## src/rtl/pipe_reg_chain.sv

```systemverilog
// pipe_reg_chain
//   A chain of DEPTH pipeline registers, each holding one
//   {valid, ctrl, mem, alu, reg} bundle. It is meant for the MEM/WB end of a
//   simple in-order pipeline. Stage 0 is the youngest stage, and stage
//   DEPTH-1 drives the out_* ports directly from its registers.
//   Update priority on each clock edge:
//     rst (asynchronous) > flush > stall > advance
//   Stall holds every stage. Flush kills every stage by clearing valid and
//   ctrl. A bubble (in_valid=0) is captured with ctrl cleared.
//   The module also does a forwarding lookup. It reports whether any in-flight
//   writer targets fwd_reg. If more than one does, the youngest one is used.
//
// Ports
//   clk, rst                 clock, asynchronous active-high reset
//   stall, flush             hold all stages / invalidate all stages
//   in_valid/ctrl/mem/alu/reg  incoming bundle (ctrl[0]=RegWrite, ctrl[1]=MemToReg)
//   out_valid/ctrl/mem/alu/reg stage DEPTH-1 contents
//   fwd_reg                  forwarding query register index
//   fwd_hit, fwd_data        a stage will write fwd_reg, and the value it writes
//   valid_count              number of stages currently holding valid=1
module pipe_reg_chain #(
    parameter int DATA_W = 32,
    parameter int REG_W  = 5,
    parameter int CTRL_W = 2,
    parameter int DEPTH  = 1
) (
    input  logic                         clk,
    input  logic                         rst,
    input  logic                         stall,
    input  logic                         flush,
    input  logic                         in_valid,
    input  logic [CTRL_W-1:0]            in_ctrl,
    input  logic [DATA_W-1:0]            in_mem,
    input  logic [DATA_W-1:0]            in_alu,
    input  logic [REG_W-1:0]             in_reg,
    output logic                         out_valid,
    output logic [CTRL_W-1:0]            out_ctrl,
    output logic [DATA_W-1:0]            out_mem,
    output logic [DATA_W-1:0]            out_alu,
    output logic [REG_W-1:0]             out_reg,
    input  logic [REG_W-1:0]             fwd_reg,
    output logic                         fwd_hit,
    output logic [DATA_W-1:0]            fwd_data,
    output logic [$clog2(DEPTH+1)-1:0]   valid_count
);

    localparam int CNT_W = $clog2(DEPTH+1);

    // Stage state (_q) and the value each stage takes on an advance (_d).
    logic              valid_q [DEPTH];
    logic [CTRL_W-1:0] ctrl_q  [DEPTH];
    logic [DATA_W-1:0] mem_q   [DEPTH];
    logic [DATA_W-1:0] alu_q   [DEPTH];
    logic [REG_W-1:0]  rd_q    [DEPTH];

    logic              valid_d [DEPTH];
    logic [CTRL_W-1:0] ctrl_d  [DEPTH];
    logic [DATA_W-1:0] mem_d   [DEPTH];
    logic [DATA_W-1:0] alu_d   [DEPTH];
    logic [REG_W-1:0]  rd_d    [DEPTH];

    logic [CNT_W-1:0]  cnt_q;
    logic [CNT_W-1:0]  cnt_d;

    genvar gi;
    generate
        for (gi = 0; gi < DEPTH; gi++) begin : g_stage
            if (gi == 0) begin : g_head
                // A bubble keeps its data fields but must never look like a
                // writer, so its ctrl is cleared as it enters the chain.
                assign valid_d[gi] = in_valid;
                assign ctrl_d[gi]  = in_valid ? in_ctrl : '0;
                assign mem_d[gi]   = in_mem;
                assign alu_d[gi]   = in_alu;
                assign rd_d[gi]    = in_reg;
            end else begin : g_body
                assign valid_d[gi] = valid_q[gi-1];
                assign ctrl_d[gi]  = ctrl_q[gi-1];
                assign mem_d[gi]   = mem_q[gi-1];
                assign alu_d[gi]   = alu_q[gi-1];
                assign rd_d[gi]    = rd_q[gi-1];
            end

            always_ff @(posedge clk or posedge rst) begin
                if (rst) begin
                    valid_q[gi] <= 1'b0;
                    ctrl_q[gi]  <= '0;
                    mem_q[gi]   <= '0;
                    alu_q[gi]   <= '0;
                    rd_q[gi]    <= '0;
                end else if (flush) begin
                    // Only kill the instruction. The data fields are left
                    // alone because nothing reads them while valid is 0.
                    valid_q[gi] <= 1'b0;
                    ctrl_q[gi]  <= '0;
                end else if (!stall) begin
                    valid_q[gi] <= valid_d[gi];
                    ctrl_q[gi]  <= ctrl_d[gi];
                    mem_q[gi]   <= mem_d[gi];
                    alu_q[gi]   <= alu_d[gi];
                    rd_q[gi]    <= rd_d[gi];
                end
            end
        end
    endgenerate

    // Occupancy is tracked incrementally rather than by counting the valid
    // bits. On an advance, one instruction may enter and one may leave.
    always_comb begin
        cnt_d = cnt_q;
        if (flush) begin
            cnt_d = '0;
        end else if (!stall) begin
            cnt_d = cnt_q + CNT_W'(in_valid) - CNT_W'(valid_q[DEPTH-1]);
        end
    end

    always_ff @(posedge clk or posedge rst) begin
        if (rst) begin
            cnt_q <= '0;
        end else begin
            cnt_q <= cnt_d;
        end
    end

    // Scan from the oldest stage to the youngest, so that the youngest
    // matching writer is the one whose value is kept.
    always_comb begin
        fwd_hit  = 1'b0;
        fwd_data = '0;
        for (int k = DEPTH - 1; k >= 0; k--) begin
            if (valid_q[k] && ctrl_q[k][0] && (rd_q[k] != '0) && (rd_q[k] == fwd_reg)) begin
                fwd_hit  = 1'b1;
                fwd_data = ctrl_q[k][1] ? mem_q[k] : alu_q[k];
            end
        end
    end

    assign out_valid   = valid_q[DEPTH-1];
    assign out_ctrl    = ctrl_q[DEPTH-1];
    assign out_mem     = mem_q[DEPTH-1];
    assign out_alu     = alu_q[DEPTH-1];
    assign out_reg     = rd_q[DEPTH-1];
    assign valid_count = cnt_q;

endmodule

```

## config.mk

```make
export PLATFORM = sky130hd
export DESIGN_NAME = pipe_reg_chain
export DESIGN_NICKNAME = d
export VERILOG_FILES = /design/src/rtl/pipe_reg_chain.sv
export SDC_FILE = /design/constraint.sdc
export NUM_CORES = 1
export LEC_CHECK = 0
export CAP_MARGIN = 20
export CORE_MARGIN = 2
export CORE_UTILIZATION = 40
export CTS_BUF_LIST = sky130_fd_sc_hd__clkbuf_8
export CTS_CLUSTER_DIAMETER = 40
export CTS_CLUSTER_SIZE = 10
export DETAILED_ROUTE_END_ITERATION = 10
export HOLD_SLACK_MARGIN = 0.06
export PLACE_DENSITY = 0.82
export SYNTH_ARGS = -nofsm -noshare
export SYNTH_HDL_FRONTEND = slang
export SYNTH_SLANG_ARGS = --single-unit
```

## constraint.sdc

```tcl
create_clock -name clk -period 2.8 [get_ports clk]
set_input_delay 0.7 -clock clk [delete_from_list [all_inputs] [get_ports clk]]
set_output_delay 0.7 -clock clk [all_outputs]
set_load 0.05 [all_outputs]
```

==> results of run 1 <==
worst max-delay path, delay by kind of cell:
family / cells / cell delay (ps)
buffers and inverters: 5 / 850
AOI/OAI and AO/OA: 1 / 100
and+or+nand+nor: 2 / 500
where the power goes:
| group | total, W | leakage, nW | switching [W] | internal, W |
|---|---|---|---|---|
| clock | 0.000967 | 0.115 | 0.000419 | 0.000548 |
| sequential | 0.00135 | 0.860 | 0.000141 | 0.00121 |
| combinational | 0.00176 | 1.77 | 0.00102 | 0.000739 |
| total | 0.00407 | 2.75 | 0.00158 | 0.00249 |
Yosys cell counts (all sizes together), types with 2 or more instances:
cell     n  area (um2)
dfrtp   73        1830
mux2    69         777
mux2i   32         320
nor4    32         213
buf     14        91.3
clkbuf   6        22.5
nor2     5        21.3
xnor2    5        43.8
a21oi    3        26.3
a22oi    2        15.0
nand3    2        10.0
logic make-up after synthesis:
| kind of cell | share of synthesized area (%) |
|---|---|
| AOI/OAI and AO/OA | 1.36 |
| xor gates and xnor gates | 1.28 |
| buffers and inverters | 3.45 |
| DFF | 53.6 |
| muxes | 32.2 |
| and+or+nand+nor | 8.18 |
repair_timing:
action	in CTS	in global routing
buffers inserted	14	4
setup endpoints to repair	33	33
pin swaps	22	21
resized for setup	30	17
cloned	5	3
worst paths after layout:
path	endpoint	slack [ps]	depth (start not counted)
min in group asynchronous	out_mem[15]	670	2
worst min register to register	out_mem[18]	530	1
worst min-delay path	out_mem[18]	530	1
max in group asynchronous	out_ctrl[1]	1560	3
worst max-delay path	fwd_data[29]	-70	8
worst max register to register	out_ctrl[1]	1630	3
stage by stage:
stage,instances,worst slack [ps],hold WS (ps),utilization [%],power [W]
after global placement,539,-170,515,76.1,0.00282
after CTS,571,-62.3,539,83.7,0.00399
after floorplan,250,-469,756,-,0.00228
after detailed placement,539,-230,520,76.1,0.00285
final,577,-69.5,535,85.4,0.00407
after global routing,577,-125,559,85.4,0.00422
per-layer routing:
metal	track usage (%)	vias up	part of all wire, %
met3	7.20	26	7.3
met4	12.8	0	3.5
li1	-	1374	-
met5	0	-	0
met1	31.6	1545	36
met2	49.2	157	53
layout make-up:
type,count,area share (%)
sequential,73,26.0
multi-input combinational,156,28.7
timing repair buffer,226,40.1
clock inverter,5,1.10
tap,105,1.86
clock buffer,11,2.15
inverter,1,0.0532
==> run_summary.xml, run 1 <==
<?xml version="1.0" encoding="UTF-8"?>
<metrics>
  <group name="synthesis">
    <metric name="synth_async_sr_flop_share" unit="%">100</metric>
    <metric name="synth-edff-count" unit="">0</metric>
    <metric name="portion_of_the_post_synthesis_area_used_by_sequential_elements" unit="%">53.6</metric>
    <metric name="yosys_warnings" unit="">0</metric>
    <metric name="ys_seq_elements" unit="">73</metric>
    <metric name="synthFlopType" unit="">dfrtp_1</metric>
    <metric name="yosys.cell_types.count" unit="">23</metric>
    <metric name="synth.cell_area" unit="mm2">0.00341</metric>
    <metric name="synthesis.nets" unit="">331</metric>
    <metric name="syn-mean-instance-area" unit="um2">13.6</metric>
    <metric name="synthCells" unit="">250</metric>
  </group>
  <group name="setup_path">
    <metric name="worstPathCellList" unit="">dlygate4sd2_1 -&gt; nor2_2 -&gt; a21oi_4 -&gt; buf_12 -&gt; buf_12 -&gt; buf_4 -&gt; nor4_4 -&gt; buf_12</metric>
    <metric name="crit_path_top_delay_cell" unit="">nor4_4</metric>
    <metric name="setup.worst_path.start" unit="">fwd_reg[4]</metric>
    <metric name="critPathMaxStageDelay" unit="ps">360</metric>
    <metric name="critPathKind" unit="">in -&gt; out</metric>
    <metric name="timing.critical_path.arrival" unit="ps">2170</metric>
    <metric name="path_common_cell" unit="">buf_12</metric>
    <metric name="worst_ep_required_time" unit="ps">2100</metric>
    <metric name="critical_path.max_fanout" unit="">7</metric>
    <metric name="crit-reg2reg-launch" unit="">out_ctrl[1]</metric>
    <metric name="timing.critical_path.to_type" unit="">output port</metric>
    <metric name="startpoint_type" unit="">primary input</metric>
  </group>
  <group name="grt">
    <metric name="grt_start_max_net_pins" unit="">44</metric>
    <metric name="antenna_violations_before_repair" unit="">0</metric>
    <metric name="via_count_of_the_first_global_routing_pass" unit="">3287</metric>
    <metric name="global_route.overflow_total" unit="">0</metric>
    <metric name="gr-usage-all-layers" unit="%">27.9</metric>
    <metric name="grt_first_pass_wirelength" unit="um">18800</metric>
  </group>
  <group name="cells_and_area">
    <metric name="layout.area.seq" unit="mm2">0.00183</metric>
    <metric name="filler_cell_count" unit="">382</metric>
    <metric name="multi_input_logic_area" unit="mm2">0.00203</metric>
    <metric name="drive_above_1_share" unit="%">44.5</metric>
    <metric name="area_growth" unit="%">107</metric>
    <metric name="layout.cell_area.non_filler" unit="mm2">0.00705</metric>
    <metric name="antennaDiodeCount" unit="">0</metric>
    <metric name="commonest_non_fill_non_tap_cells_in_the_layout" unit="">148 x clkdlybuf4s50_1, 70 x dfrtp_1, 69 x mux2_2, 48 x buf_12</metric>
    <metric name="layout.cells.most_common" unit="">clkdlybuf4s50_1</metric>
    <metric name="finish.net_count" unit="">548</metric>
  </group>
  <group name="cts">
    <metric name="h-tree-depth" unit="">3</metric>
    <metric name="clk-insertion-delay-late" unit="ps">340</metric>
    <metric name="clock_tree_from_tritoncts" unit="">yes</metric>
    <metric name="cell_at_the_root_of_the_clock_tree" unit="">clkbuf_8</metric>
    <metric name="cts.sinks" unit="">73</metric>
    <metric name="numCtsBuffers" unit="">9</metric>
    <metric name="cts_max_path_buffers" unit="">2</metric>
    <metric name="cts.hold.buffers_added" unit="">0</metric>
    <metric name="clk_slew_on_worst_s_h_paths" unit="ps">80</metric>
  </group>
  <group name="die">
    <metric name="core_area" unit="mm2">0.00826</metric>
    <metric name="ios" unit="">187</metric>
    <metric name="floorplan.rows" unit="">33</metric>
    <metric name="fp.dieArea" unit="mm2">0.00928</metric>
    <metric name="initial_core_util" unit="%">41.3</metric>
    <metric name="floorplan.die.width" unit="um">96.3</metric>
    <metric name="fp.dieH" unit="um">96.3</metric>
  </group>
  <group name="route">
    <metric name="dr_total_vias" unit="">3102</metric>
    <metric name="post_drt_wl_per_cell" unit="um">22.8</metric>
    <metric name="via_per_inst" unit="">5.38</metric>
    <metric name="drt-total-wl" unit="um">13100</metric>
    <metric name="first_iter_violations" unit="">116</metric>
    <metric name="drc" unit="">0</metric>
    <metric name="antenna_violating_nets_post_route" unit="">0</metric>
    <metric name="drt_first_pass_iters" unit="">4</metric>
  </group>
  <group name="job">
    <metric name="max_cap_viol_count" unit="">0</metric>
  </group>
  <group name="place">
    <metric name="numPortBuffers" unit="">186</metric>
    <metric name="place_area" unit="mm2">0.00628</metric>
    <metric name="gp_congestion" unit="">0.813</metric>
    <metric name="half_perimeter_wire_length_of_the_detailed_placement_result" unit="um">8110</metric>
  </group>
  <group name="sta">
    <metric name="max_clock_freq" unit="GHz">0.348</metric>
    <metric name="setup_viol" unit="">19</metric>
    <metric name="finalCritPeriodShare" unit="%">102</metric>
    <metric name="final_period_minus_worst_setup_slack" unit="ps">2870</metric>
    <metric name="worst_slew_pin_slew" unit="ps">575</metric>
    <metric name="setup_tns" unit="ps">-633</metric>
    <metric name="worst_clock_skew" unit="ps">7.08</metric>
    <metric name="slew_headroom" unit="%">61.5</metric>
    <metric name="final-max-slew-violation-count" unit="">0</metric>
    <metric name="hold_violations" unit="">0</metric>
    <metric name="fin_ws" unit="ps">-69.5</metric>
    <metric name="rsz0062_at_grt" unit="">yes</metric>
  </group>
  <group name="min_path">
    <metric name="holdCritStartpoint" unit="">out_mem[18]</metric>
    <metric name="hold_class" unit="">reg -&gt; reg</metric>
  </group>
  <group name="pwr">
    <metric name="pwr_density_cell" unit="mW/mm2">577</metric>
    <metric name="vdd_drop_max" unit="uV">455</metric>
    <metric name="power.static_leakage" unit="nW">2.75</metric>
  </group>
  <group name="run_status">
    <metric name="outcome" unit="">finished with violations</metric>
    <metric name="violations_in_the_final_reports" unit="">setup timing</metric>
  </group>
</metrics>
(Power assumes the default switching activity.)
==> run 2: changes to the inputs <==
--- a/config.mk
+++ b/config.mk
@@ -14,6 +14,7 @@
 export DETAILED_ROUTE_END_ITERATION = 10
 export HOLD_SLACK_MARGIN = 0.06
 export PLACE_DENSITY = 0.82
+export SKIP_CTS_REPAIR_TIMING = 1
 export SYNTH_ARGS = -nofsm -noshare
 export SYNTH_HDL_FRONTEND = slang
 export SYNTH_SLANG_ARGS = --single-unit
==> run 2 against run 1 <==
The flow still finishes with violations (setup timing). First-iteration DRC count increased by 6.0%. Register-to-register slack about the same. Via count decreased by 2.5%. Clock power decreased by 2%. Critical path type is now reg -> out. Hold slack improved by 0.77 ps. Sequential power about the same. Power decreased by 2.7%. Non-clock buffer count decreased by 3. Utilization decreased by 1.2 points. Highest routed layer unchanged. Cell count decreased by 0.52%.
==> run_summary.xml, run 2 (same netlist as run 1, synthesis figures left out) <==
<?xml version="1.0" encoding="UTF-8"?>
<metrics>
  <group name="run_status">
    <metric name="outcome" unit="">finished with violations</metric>
    <metric name="violations_in_the_final_reports" unit="">setup timing</metric>
  </group>
  <group name="grt">
    <metric name="global_route.overflow_total" unit="">0</metric>
    <metric name="gr-usage-all-layers" unit="%">23.7</metric>
    <metric name="grt_start_max_net_pins" unit="">44</metric>
    <metric name="grt_first_pass_wirelength" unit="um">16200</metric>
    <metric name="antenna_violations_before_repair" unit="">0</metric>
    <metric name="via_count_of_the_first_global_routing_pass" unit="">3047</metric>
  </group>
  <group name="die">
    <metric name="fp.dieH" unit="um">96.3</metric>
    <metric name="ios" unit="">187</metric>
    <metric name="fp.dieArea" unit="mm2">0.00928</metric>
    <metric name="floorplan.rows" unit="">33</metric>
    <metric name="floorplan.die.width" unit="um">96.3</metric>
    <metric name="core_area" unit="mm2">0.00826</metric>
    <metric name="initial_core_util" unit="%">41.3</metric>
  </group>
  <group name="sta">
    <metric name="slew_headroom" unit="%">61.6</metric>
    <metric name="finalCritPeriodShare" unit="%">103</metric>
    <metric name="final_period_minus_worst_setup_slack" unit="ps">2880</metric>
    <metric name="hold_violations" unit="">0</metric>
    <metric name="setup_viol" unit="">32</metric>
    <metric name="fin_ws" unit="ps">-82.4</metric>
    <metric name="worst_clock_skew" unit="ps">5.59</metric>
    <metric name="rsz0062_at_grt" unit="">yes</metric>
    <metric name="max_clock_freq" unit="GHz">0.347</metric>
    <metric name="worst_slew_pin_slew" unit="ps">574</metric>
    <metric name="final-max-slew-violation-count" unit="">0</metric>
  </group>
  <group name="cts">
    <metric name="clk_slew_on_worst_s_h_paths" unit="ps">80</metric>
    <metric name="cts.sinks" unit="">73</metric>
    <metric name="clock_tree_from_tritoncts" unit="">yes</metric>
    <metric name="cell_at_the_root_of_the_clock_tree" unit="">clkbuf_8</metric>
    <metric name="numCtsBuffers" unit="">9</metric>
    <metric name="cts_max_path_buffers" unit="">2</metric>
    <metric name="clk-insertion-delay-late" unit="ps">340</metric>
    <metric name="h-tree-depth" unit="">3</metric>
  </group>
  <group name="place">
    <metric name="place_worst_setup_slack" unit="ps">-230</metric>
    <metric name="half_perimeter_wire_length_of_the_detailed_placement_result" unit="um">8110</metric>
    <metric name="numPortBuffers" unit="">186</metric>
    <metric name="gp_congestion" unit="">0.813</metric>
  </group>
  <group name="setup_path">
    <metric name="crit_path_top_delay_cell" unit="">or4_4</metric>
    <metric name="critPathMaxStageDelay" unit="ps">550</metric>
    <metric name="timing.critical_path.to_type" unit="">output port</metric>
    <metric name="critical_path.max_fanout" unit="">7</metric>
    <metric name="rr_worst_depth" unit="">3</metric>
    <metric name="path_common_cell" unit="">buf_12</metric>
    <metric name="crit-reg2reg-launch" unit="">out_ctrl[1]</metric>
    <metric name="ff2ff_setup_slack" unit="ps">1620</metric>
    <metric name="worstPathCellList" unit="">or4_4 -&gt; a21oi_4 -&gt; buf_12 -&gt; buf_12 -&gt; nor4_4 -&gt; buf_12</metric>
    <metric name="setup.worst_path.start" unit="">out_reg[3]</metric>
    <metric name="critical_path.endpoint" unit="">fwd_data[5]</metric>
    <metric name="worst_r2r_endpoint" unit="">out_ctrl[1]</metric>
    <metric name="startpoint_type" unit="">flip-flop</metric>
    <metric name="critPathKind" unit="">reg -&gt; out</metric>
    <metric name="worst_ep_required_time" unit="ps">2100</metric>
    <metric name="timing.critical_path.arrival" unit="ps">2180</metric>
  </group>
  <group name="route">
    <metric name="antenna_violating_nets_post_route" unit="">0</metric>
    <metric name="via_per_inst" unit="">5.27</metric>
    <metric name="post_drt_wl_per_cell" unit="um">20.8</metric>
    <metric name="dr_total_vias" unit="">3025</metric>
    <metric name="drt_first_pass_iters" unit="">4</metric>
    <metric name="first_iter_violations" unit="">123</metric>
    <metric name="drt-total-wl" unit="um">11900</metric>
    <metric name="drc" unit="">0</metric>
  </group>
  <group name="cells_and_area">
    <metric name="commonest_non_fill_non_tap_cells_in_the_layout" unit="">148 x clkdlybuf4s50_1, 69 x mux2_2, 69 x dfrtp_1, 44 x buf_12, 32 x mux2i_1</metric>
    <metric name="finish.net_count" unit="">545</metric>
    <metric name="layout.cells.most_common" unit="">clkdlybuf4s50_1</metric>
    <metric name="area_growth" unit="%">104</metric>
    <metric name="final_core_util" unit="%">84.2</metric>
    <metric name="drive_above_1_share" unit="%">43.5</metric>
    <metric name="antennaDiodeCount" unit="">0</metric>
  </group>
  <group name="pwr">
    <metric name="pwr_density_cell" unit="mW/mm2">570</metric>
    <metric name="seqPwrFrac" unit="%">33.9</metric>
    <metric name="power_frac_clock" unit="%">24.0</metric>
    <metric name="switchingPower" unit="W">0.00152</metric>
    <metric name="power.static_leakage" unit="nW">2.73</metric>
    <metric name="sw_frac_of_total" unit="%">38.4</metric>
    <metric name="combinationalPowerShare" unit="%">42.1</metric>
    <metric name="p_int" unit="W">0.00244</metric>
    <metric name="vdd_drop_max" unit="uV">358</metric>
  </group>
  <group name="min_path">
    <metric name="hold_class" unit="">reg -&gt; reg</metric>
    <metric name="hold_path_depth" unit="">1</metric>
  </group>
  <group name="job">
    <metric name="max_cap_viol_count" unit="">0</metric>
  </group>
</metrics>
-- run 2: cell types whose count changed in the layout (fill, tap and decap cells not counted), moves of 3 or more --
cell | previous run | this run
dlymetal6s2s_1 | 0 | 5
buf_12 | 48 | 44
buf_16 | 4 | 0
clkbuf_2 | 4 | 0
clkbuf_16 | 3 | 6
-- run 2: critical path: cells and delay by family (launching register included) --
family / cells / cell delay (ps)
buffers and inverters: 3 / 480
flip-flops: 1 / 430
AND/OR/NAND/NOR: 2 / 610
AO/OA/AOI/OAI: 1 / 300
-- run 2: power by group through the flow --
| stage | Combinational [W] | Sequential [W] | Clock (W) |
|---|---|---|---|
| after floorplan | 0.000415 | 0.00186 | 0 |
| after global placement | 0.00147 | 0.00134 | 0 |
| after detailed placement | 0.00149 | 0.00136 | 0 |
| after CTS | 0.00150 | 0.00134 | 0.000967 |
| after global routing | 0.00173 | 0.00136 | 0.00101 |
| final | 0.00167 | 0.00134 | 0.000950 |
-- run 2: per-layer routing --
layer	vias up	global-route usage [%]	share of wire, %
li1	1363	-	-
met3	20	6.97	7.3
met5	-	0	0
met4	0	12.0	2.7
met1	1508	26.3	36
met2	134	41.0	54
-- run 2: layout make-up --
| type | instances | area, um2 |
|---|---|---|
| Inverter | 1 | 3.75 |
| Timing Repair Buffer | 223 | 2760 |
| Clock inverter | 5 | 77.6 |
| Fill cell | 420 | 1300 |
| Multi-Input combinational cell | 156 | 2000 |
| Sequential cell | 73 | 1830 |
| Tap cell | 105 | 131 |
| Clock buffer | 11 | 151 |
-- run 2: how the worst min path moves through the flow --
stage	startpoint	endpoint	slack (ps)
floorplan	out_reg[2]	out_reg[2]	760
global placement	out_mem[5]	out_mem[5]	520
detailed placement	out_mem[21]	out_mem[21]	520
CTS	out_mem[21]	out_mem[21]	540
global route	out_alu[5]	out_alu[5]	560
finish	out_mem[21]	out_mem[21]	540
-- run 2: per-stage QoR --
stage | setup TNS [ps] | cells | cell area (um2) | total power, W | hold WS (ps)
floorplan | -4090 | 250 | 3830 | 0.00228 | 756
global placement | -4450 | 539 | 6280 | 0.00282 | 515
detailed placement | -5710 | 539 | 6280 | 0.00285 | 520
CTS | -5820 | 555 | 6510 | 0.00380 | 539
global route | -3710 | 574 | 6950 | 0.00411 | 559
finish | -1610 | 574 | 6950 | 0.00396 | 535
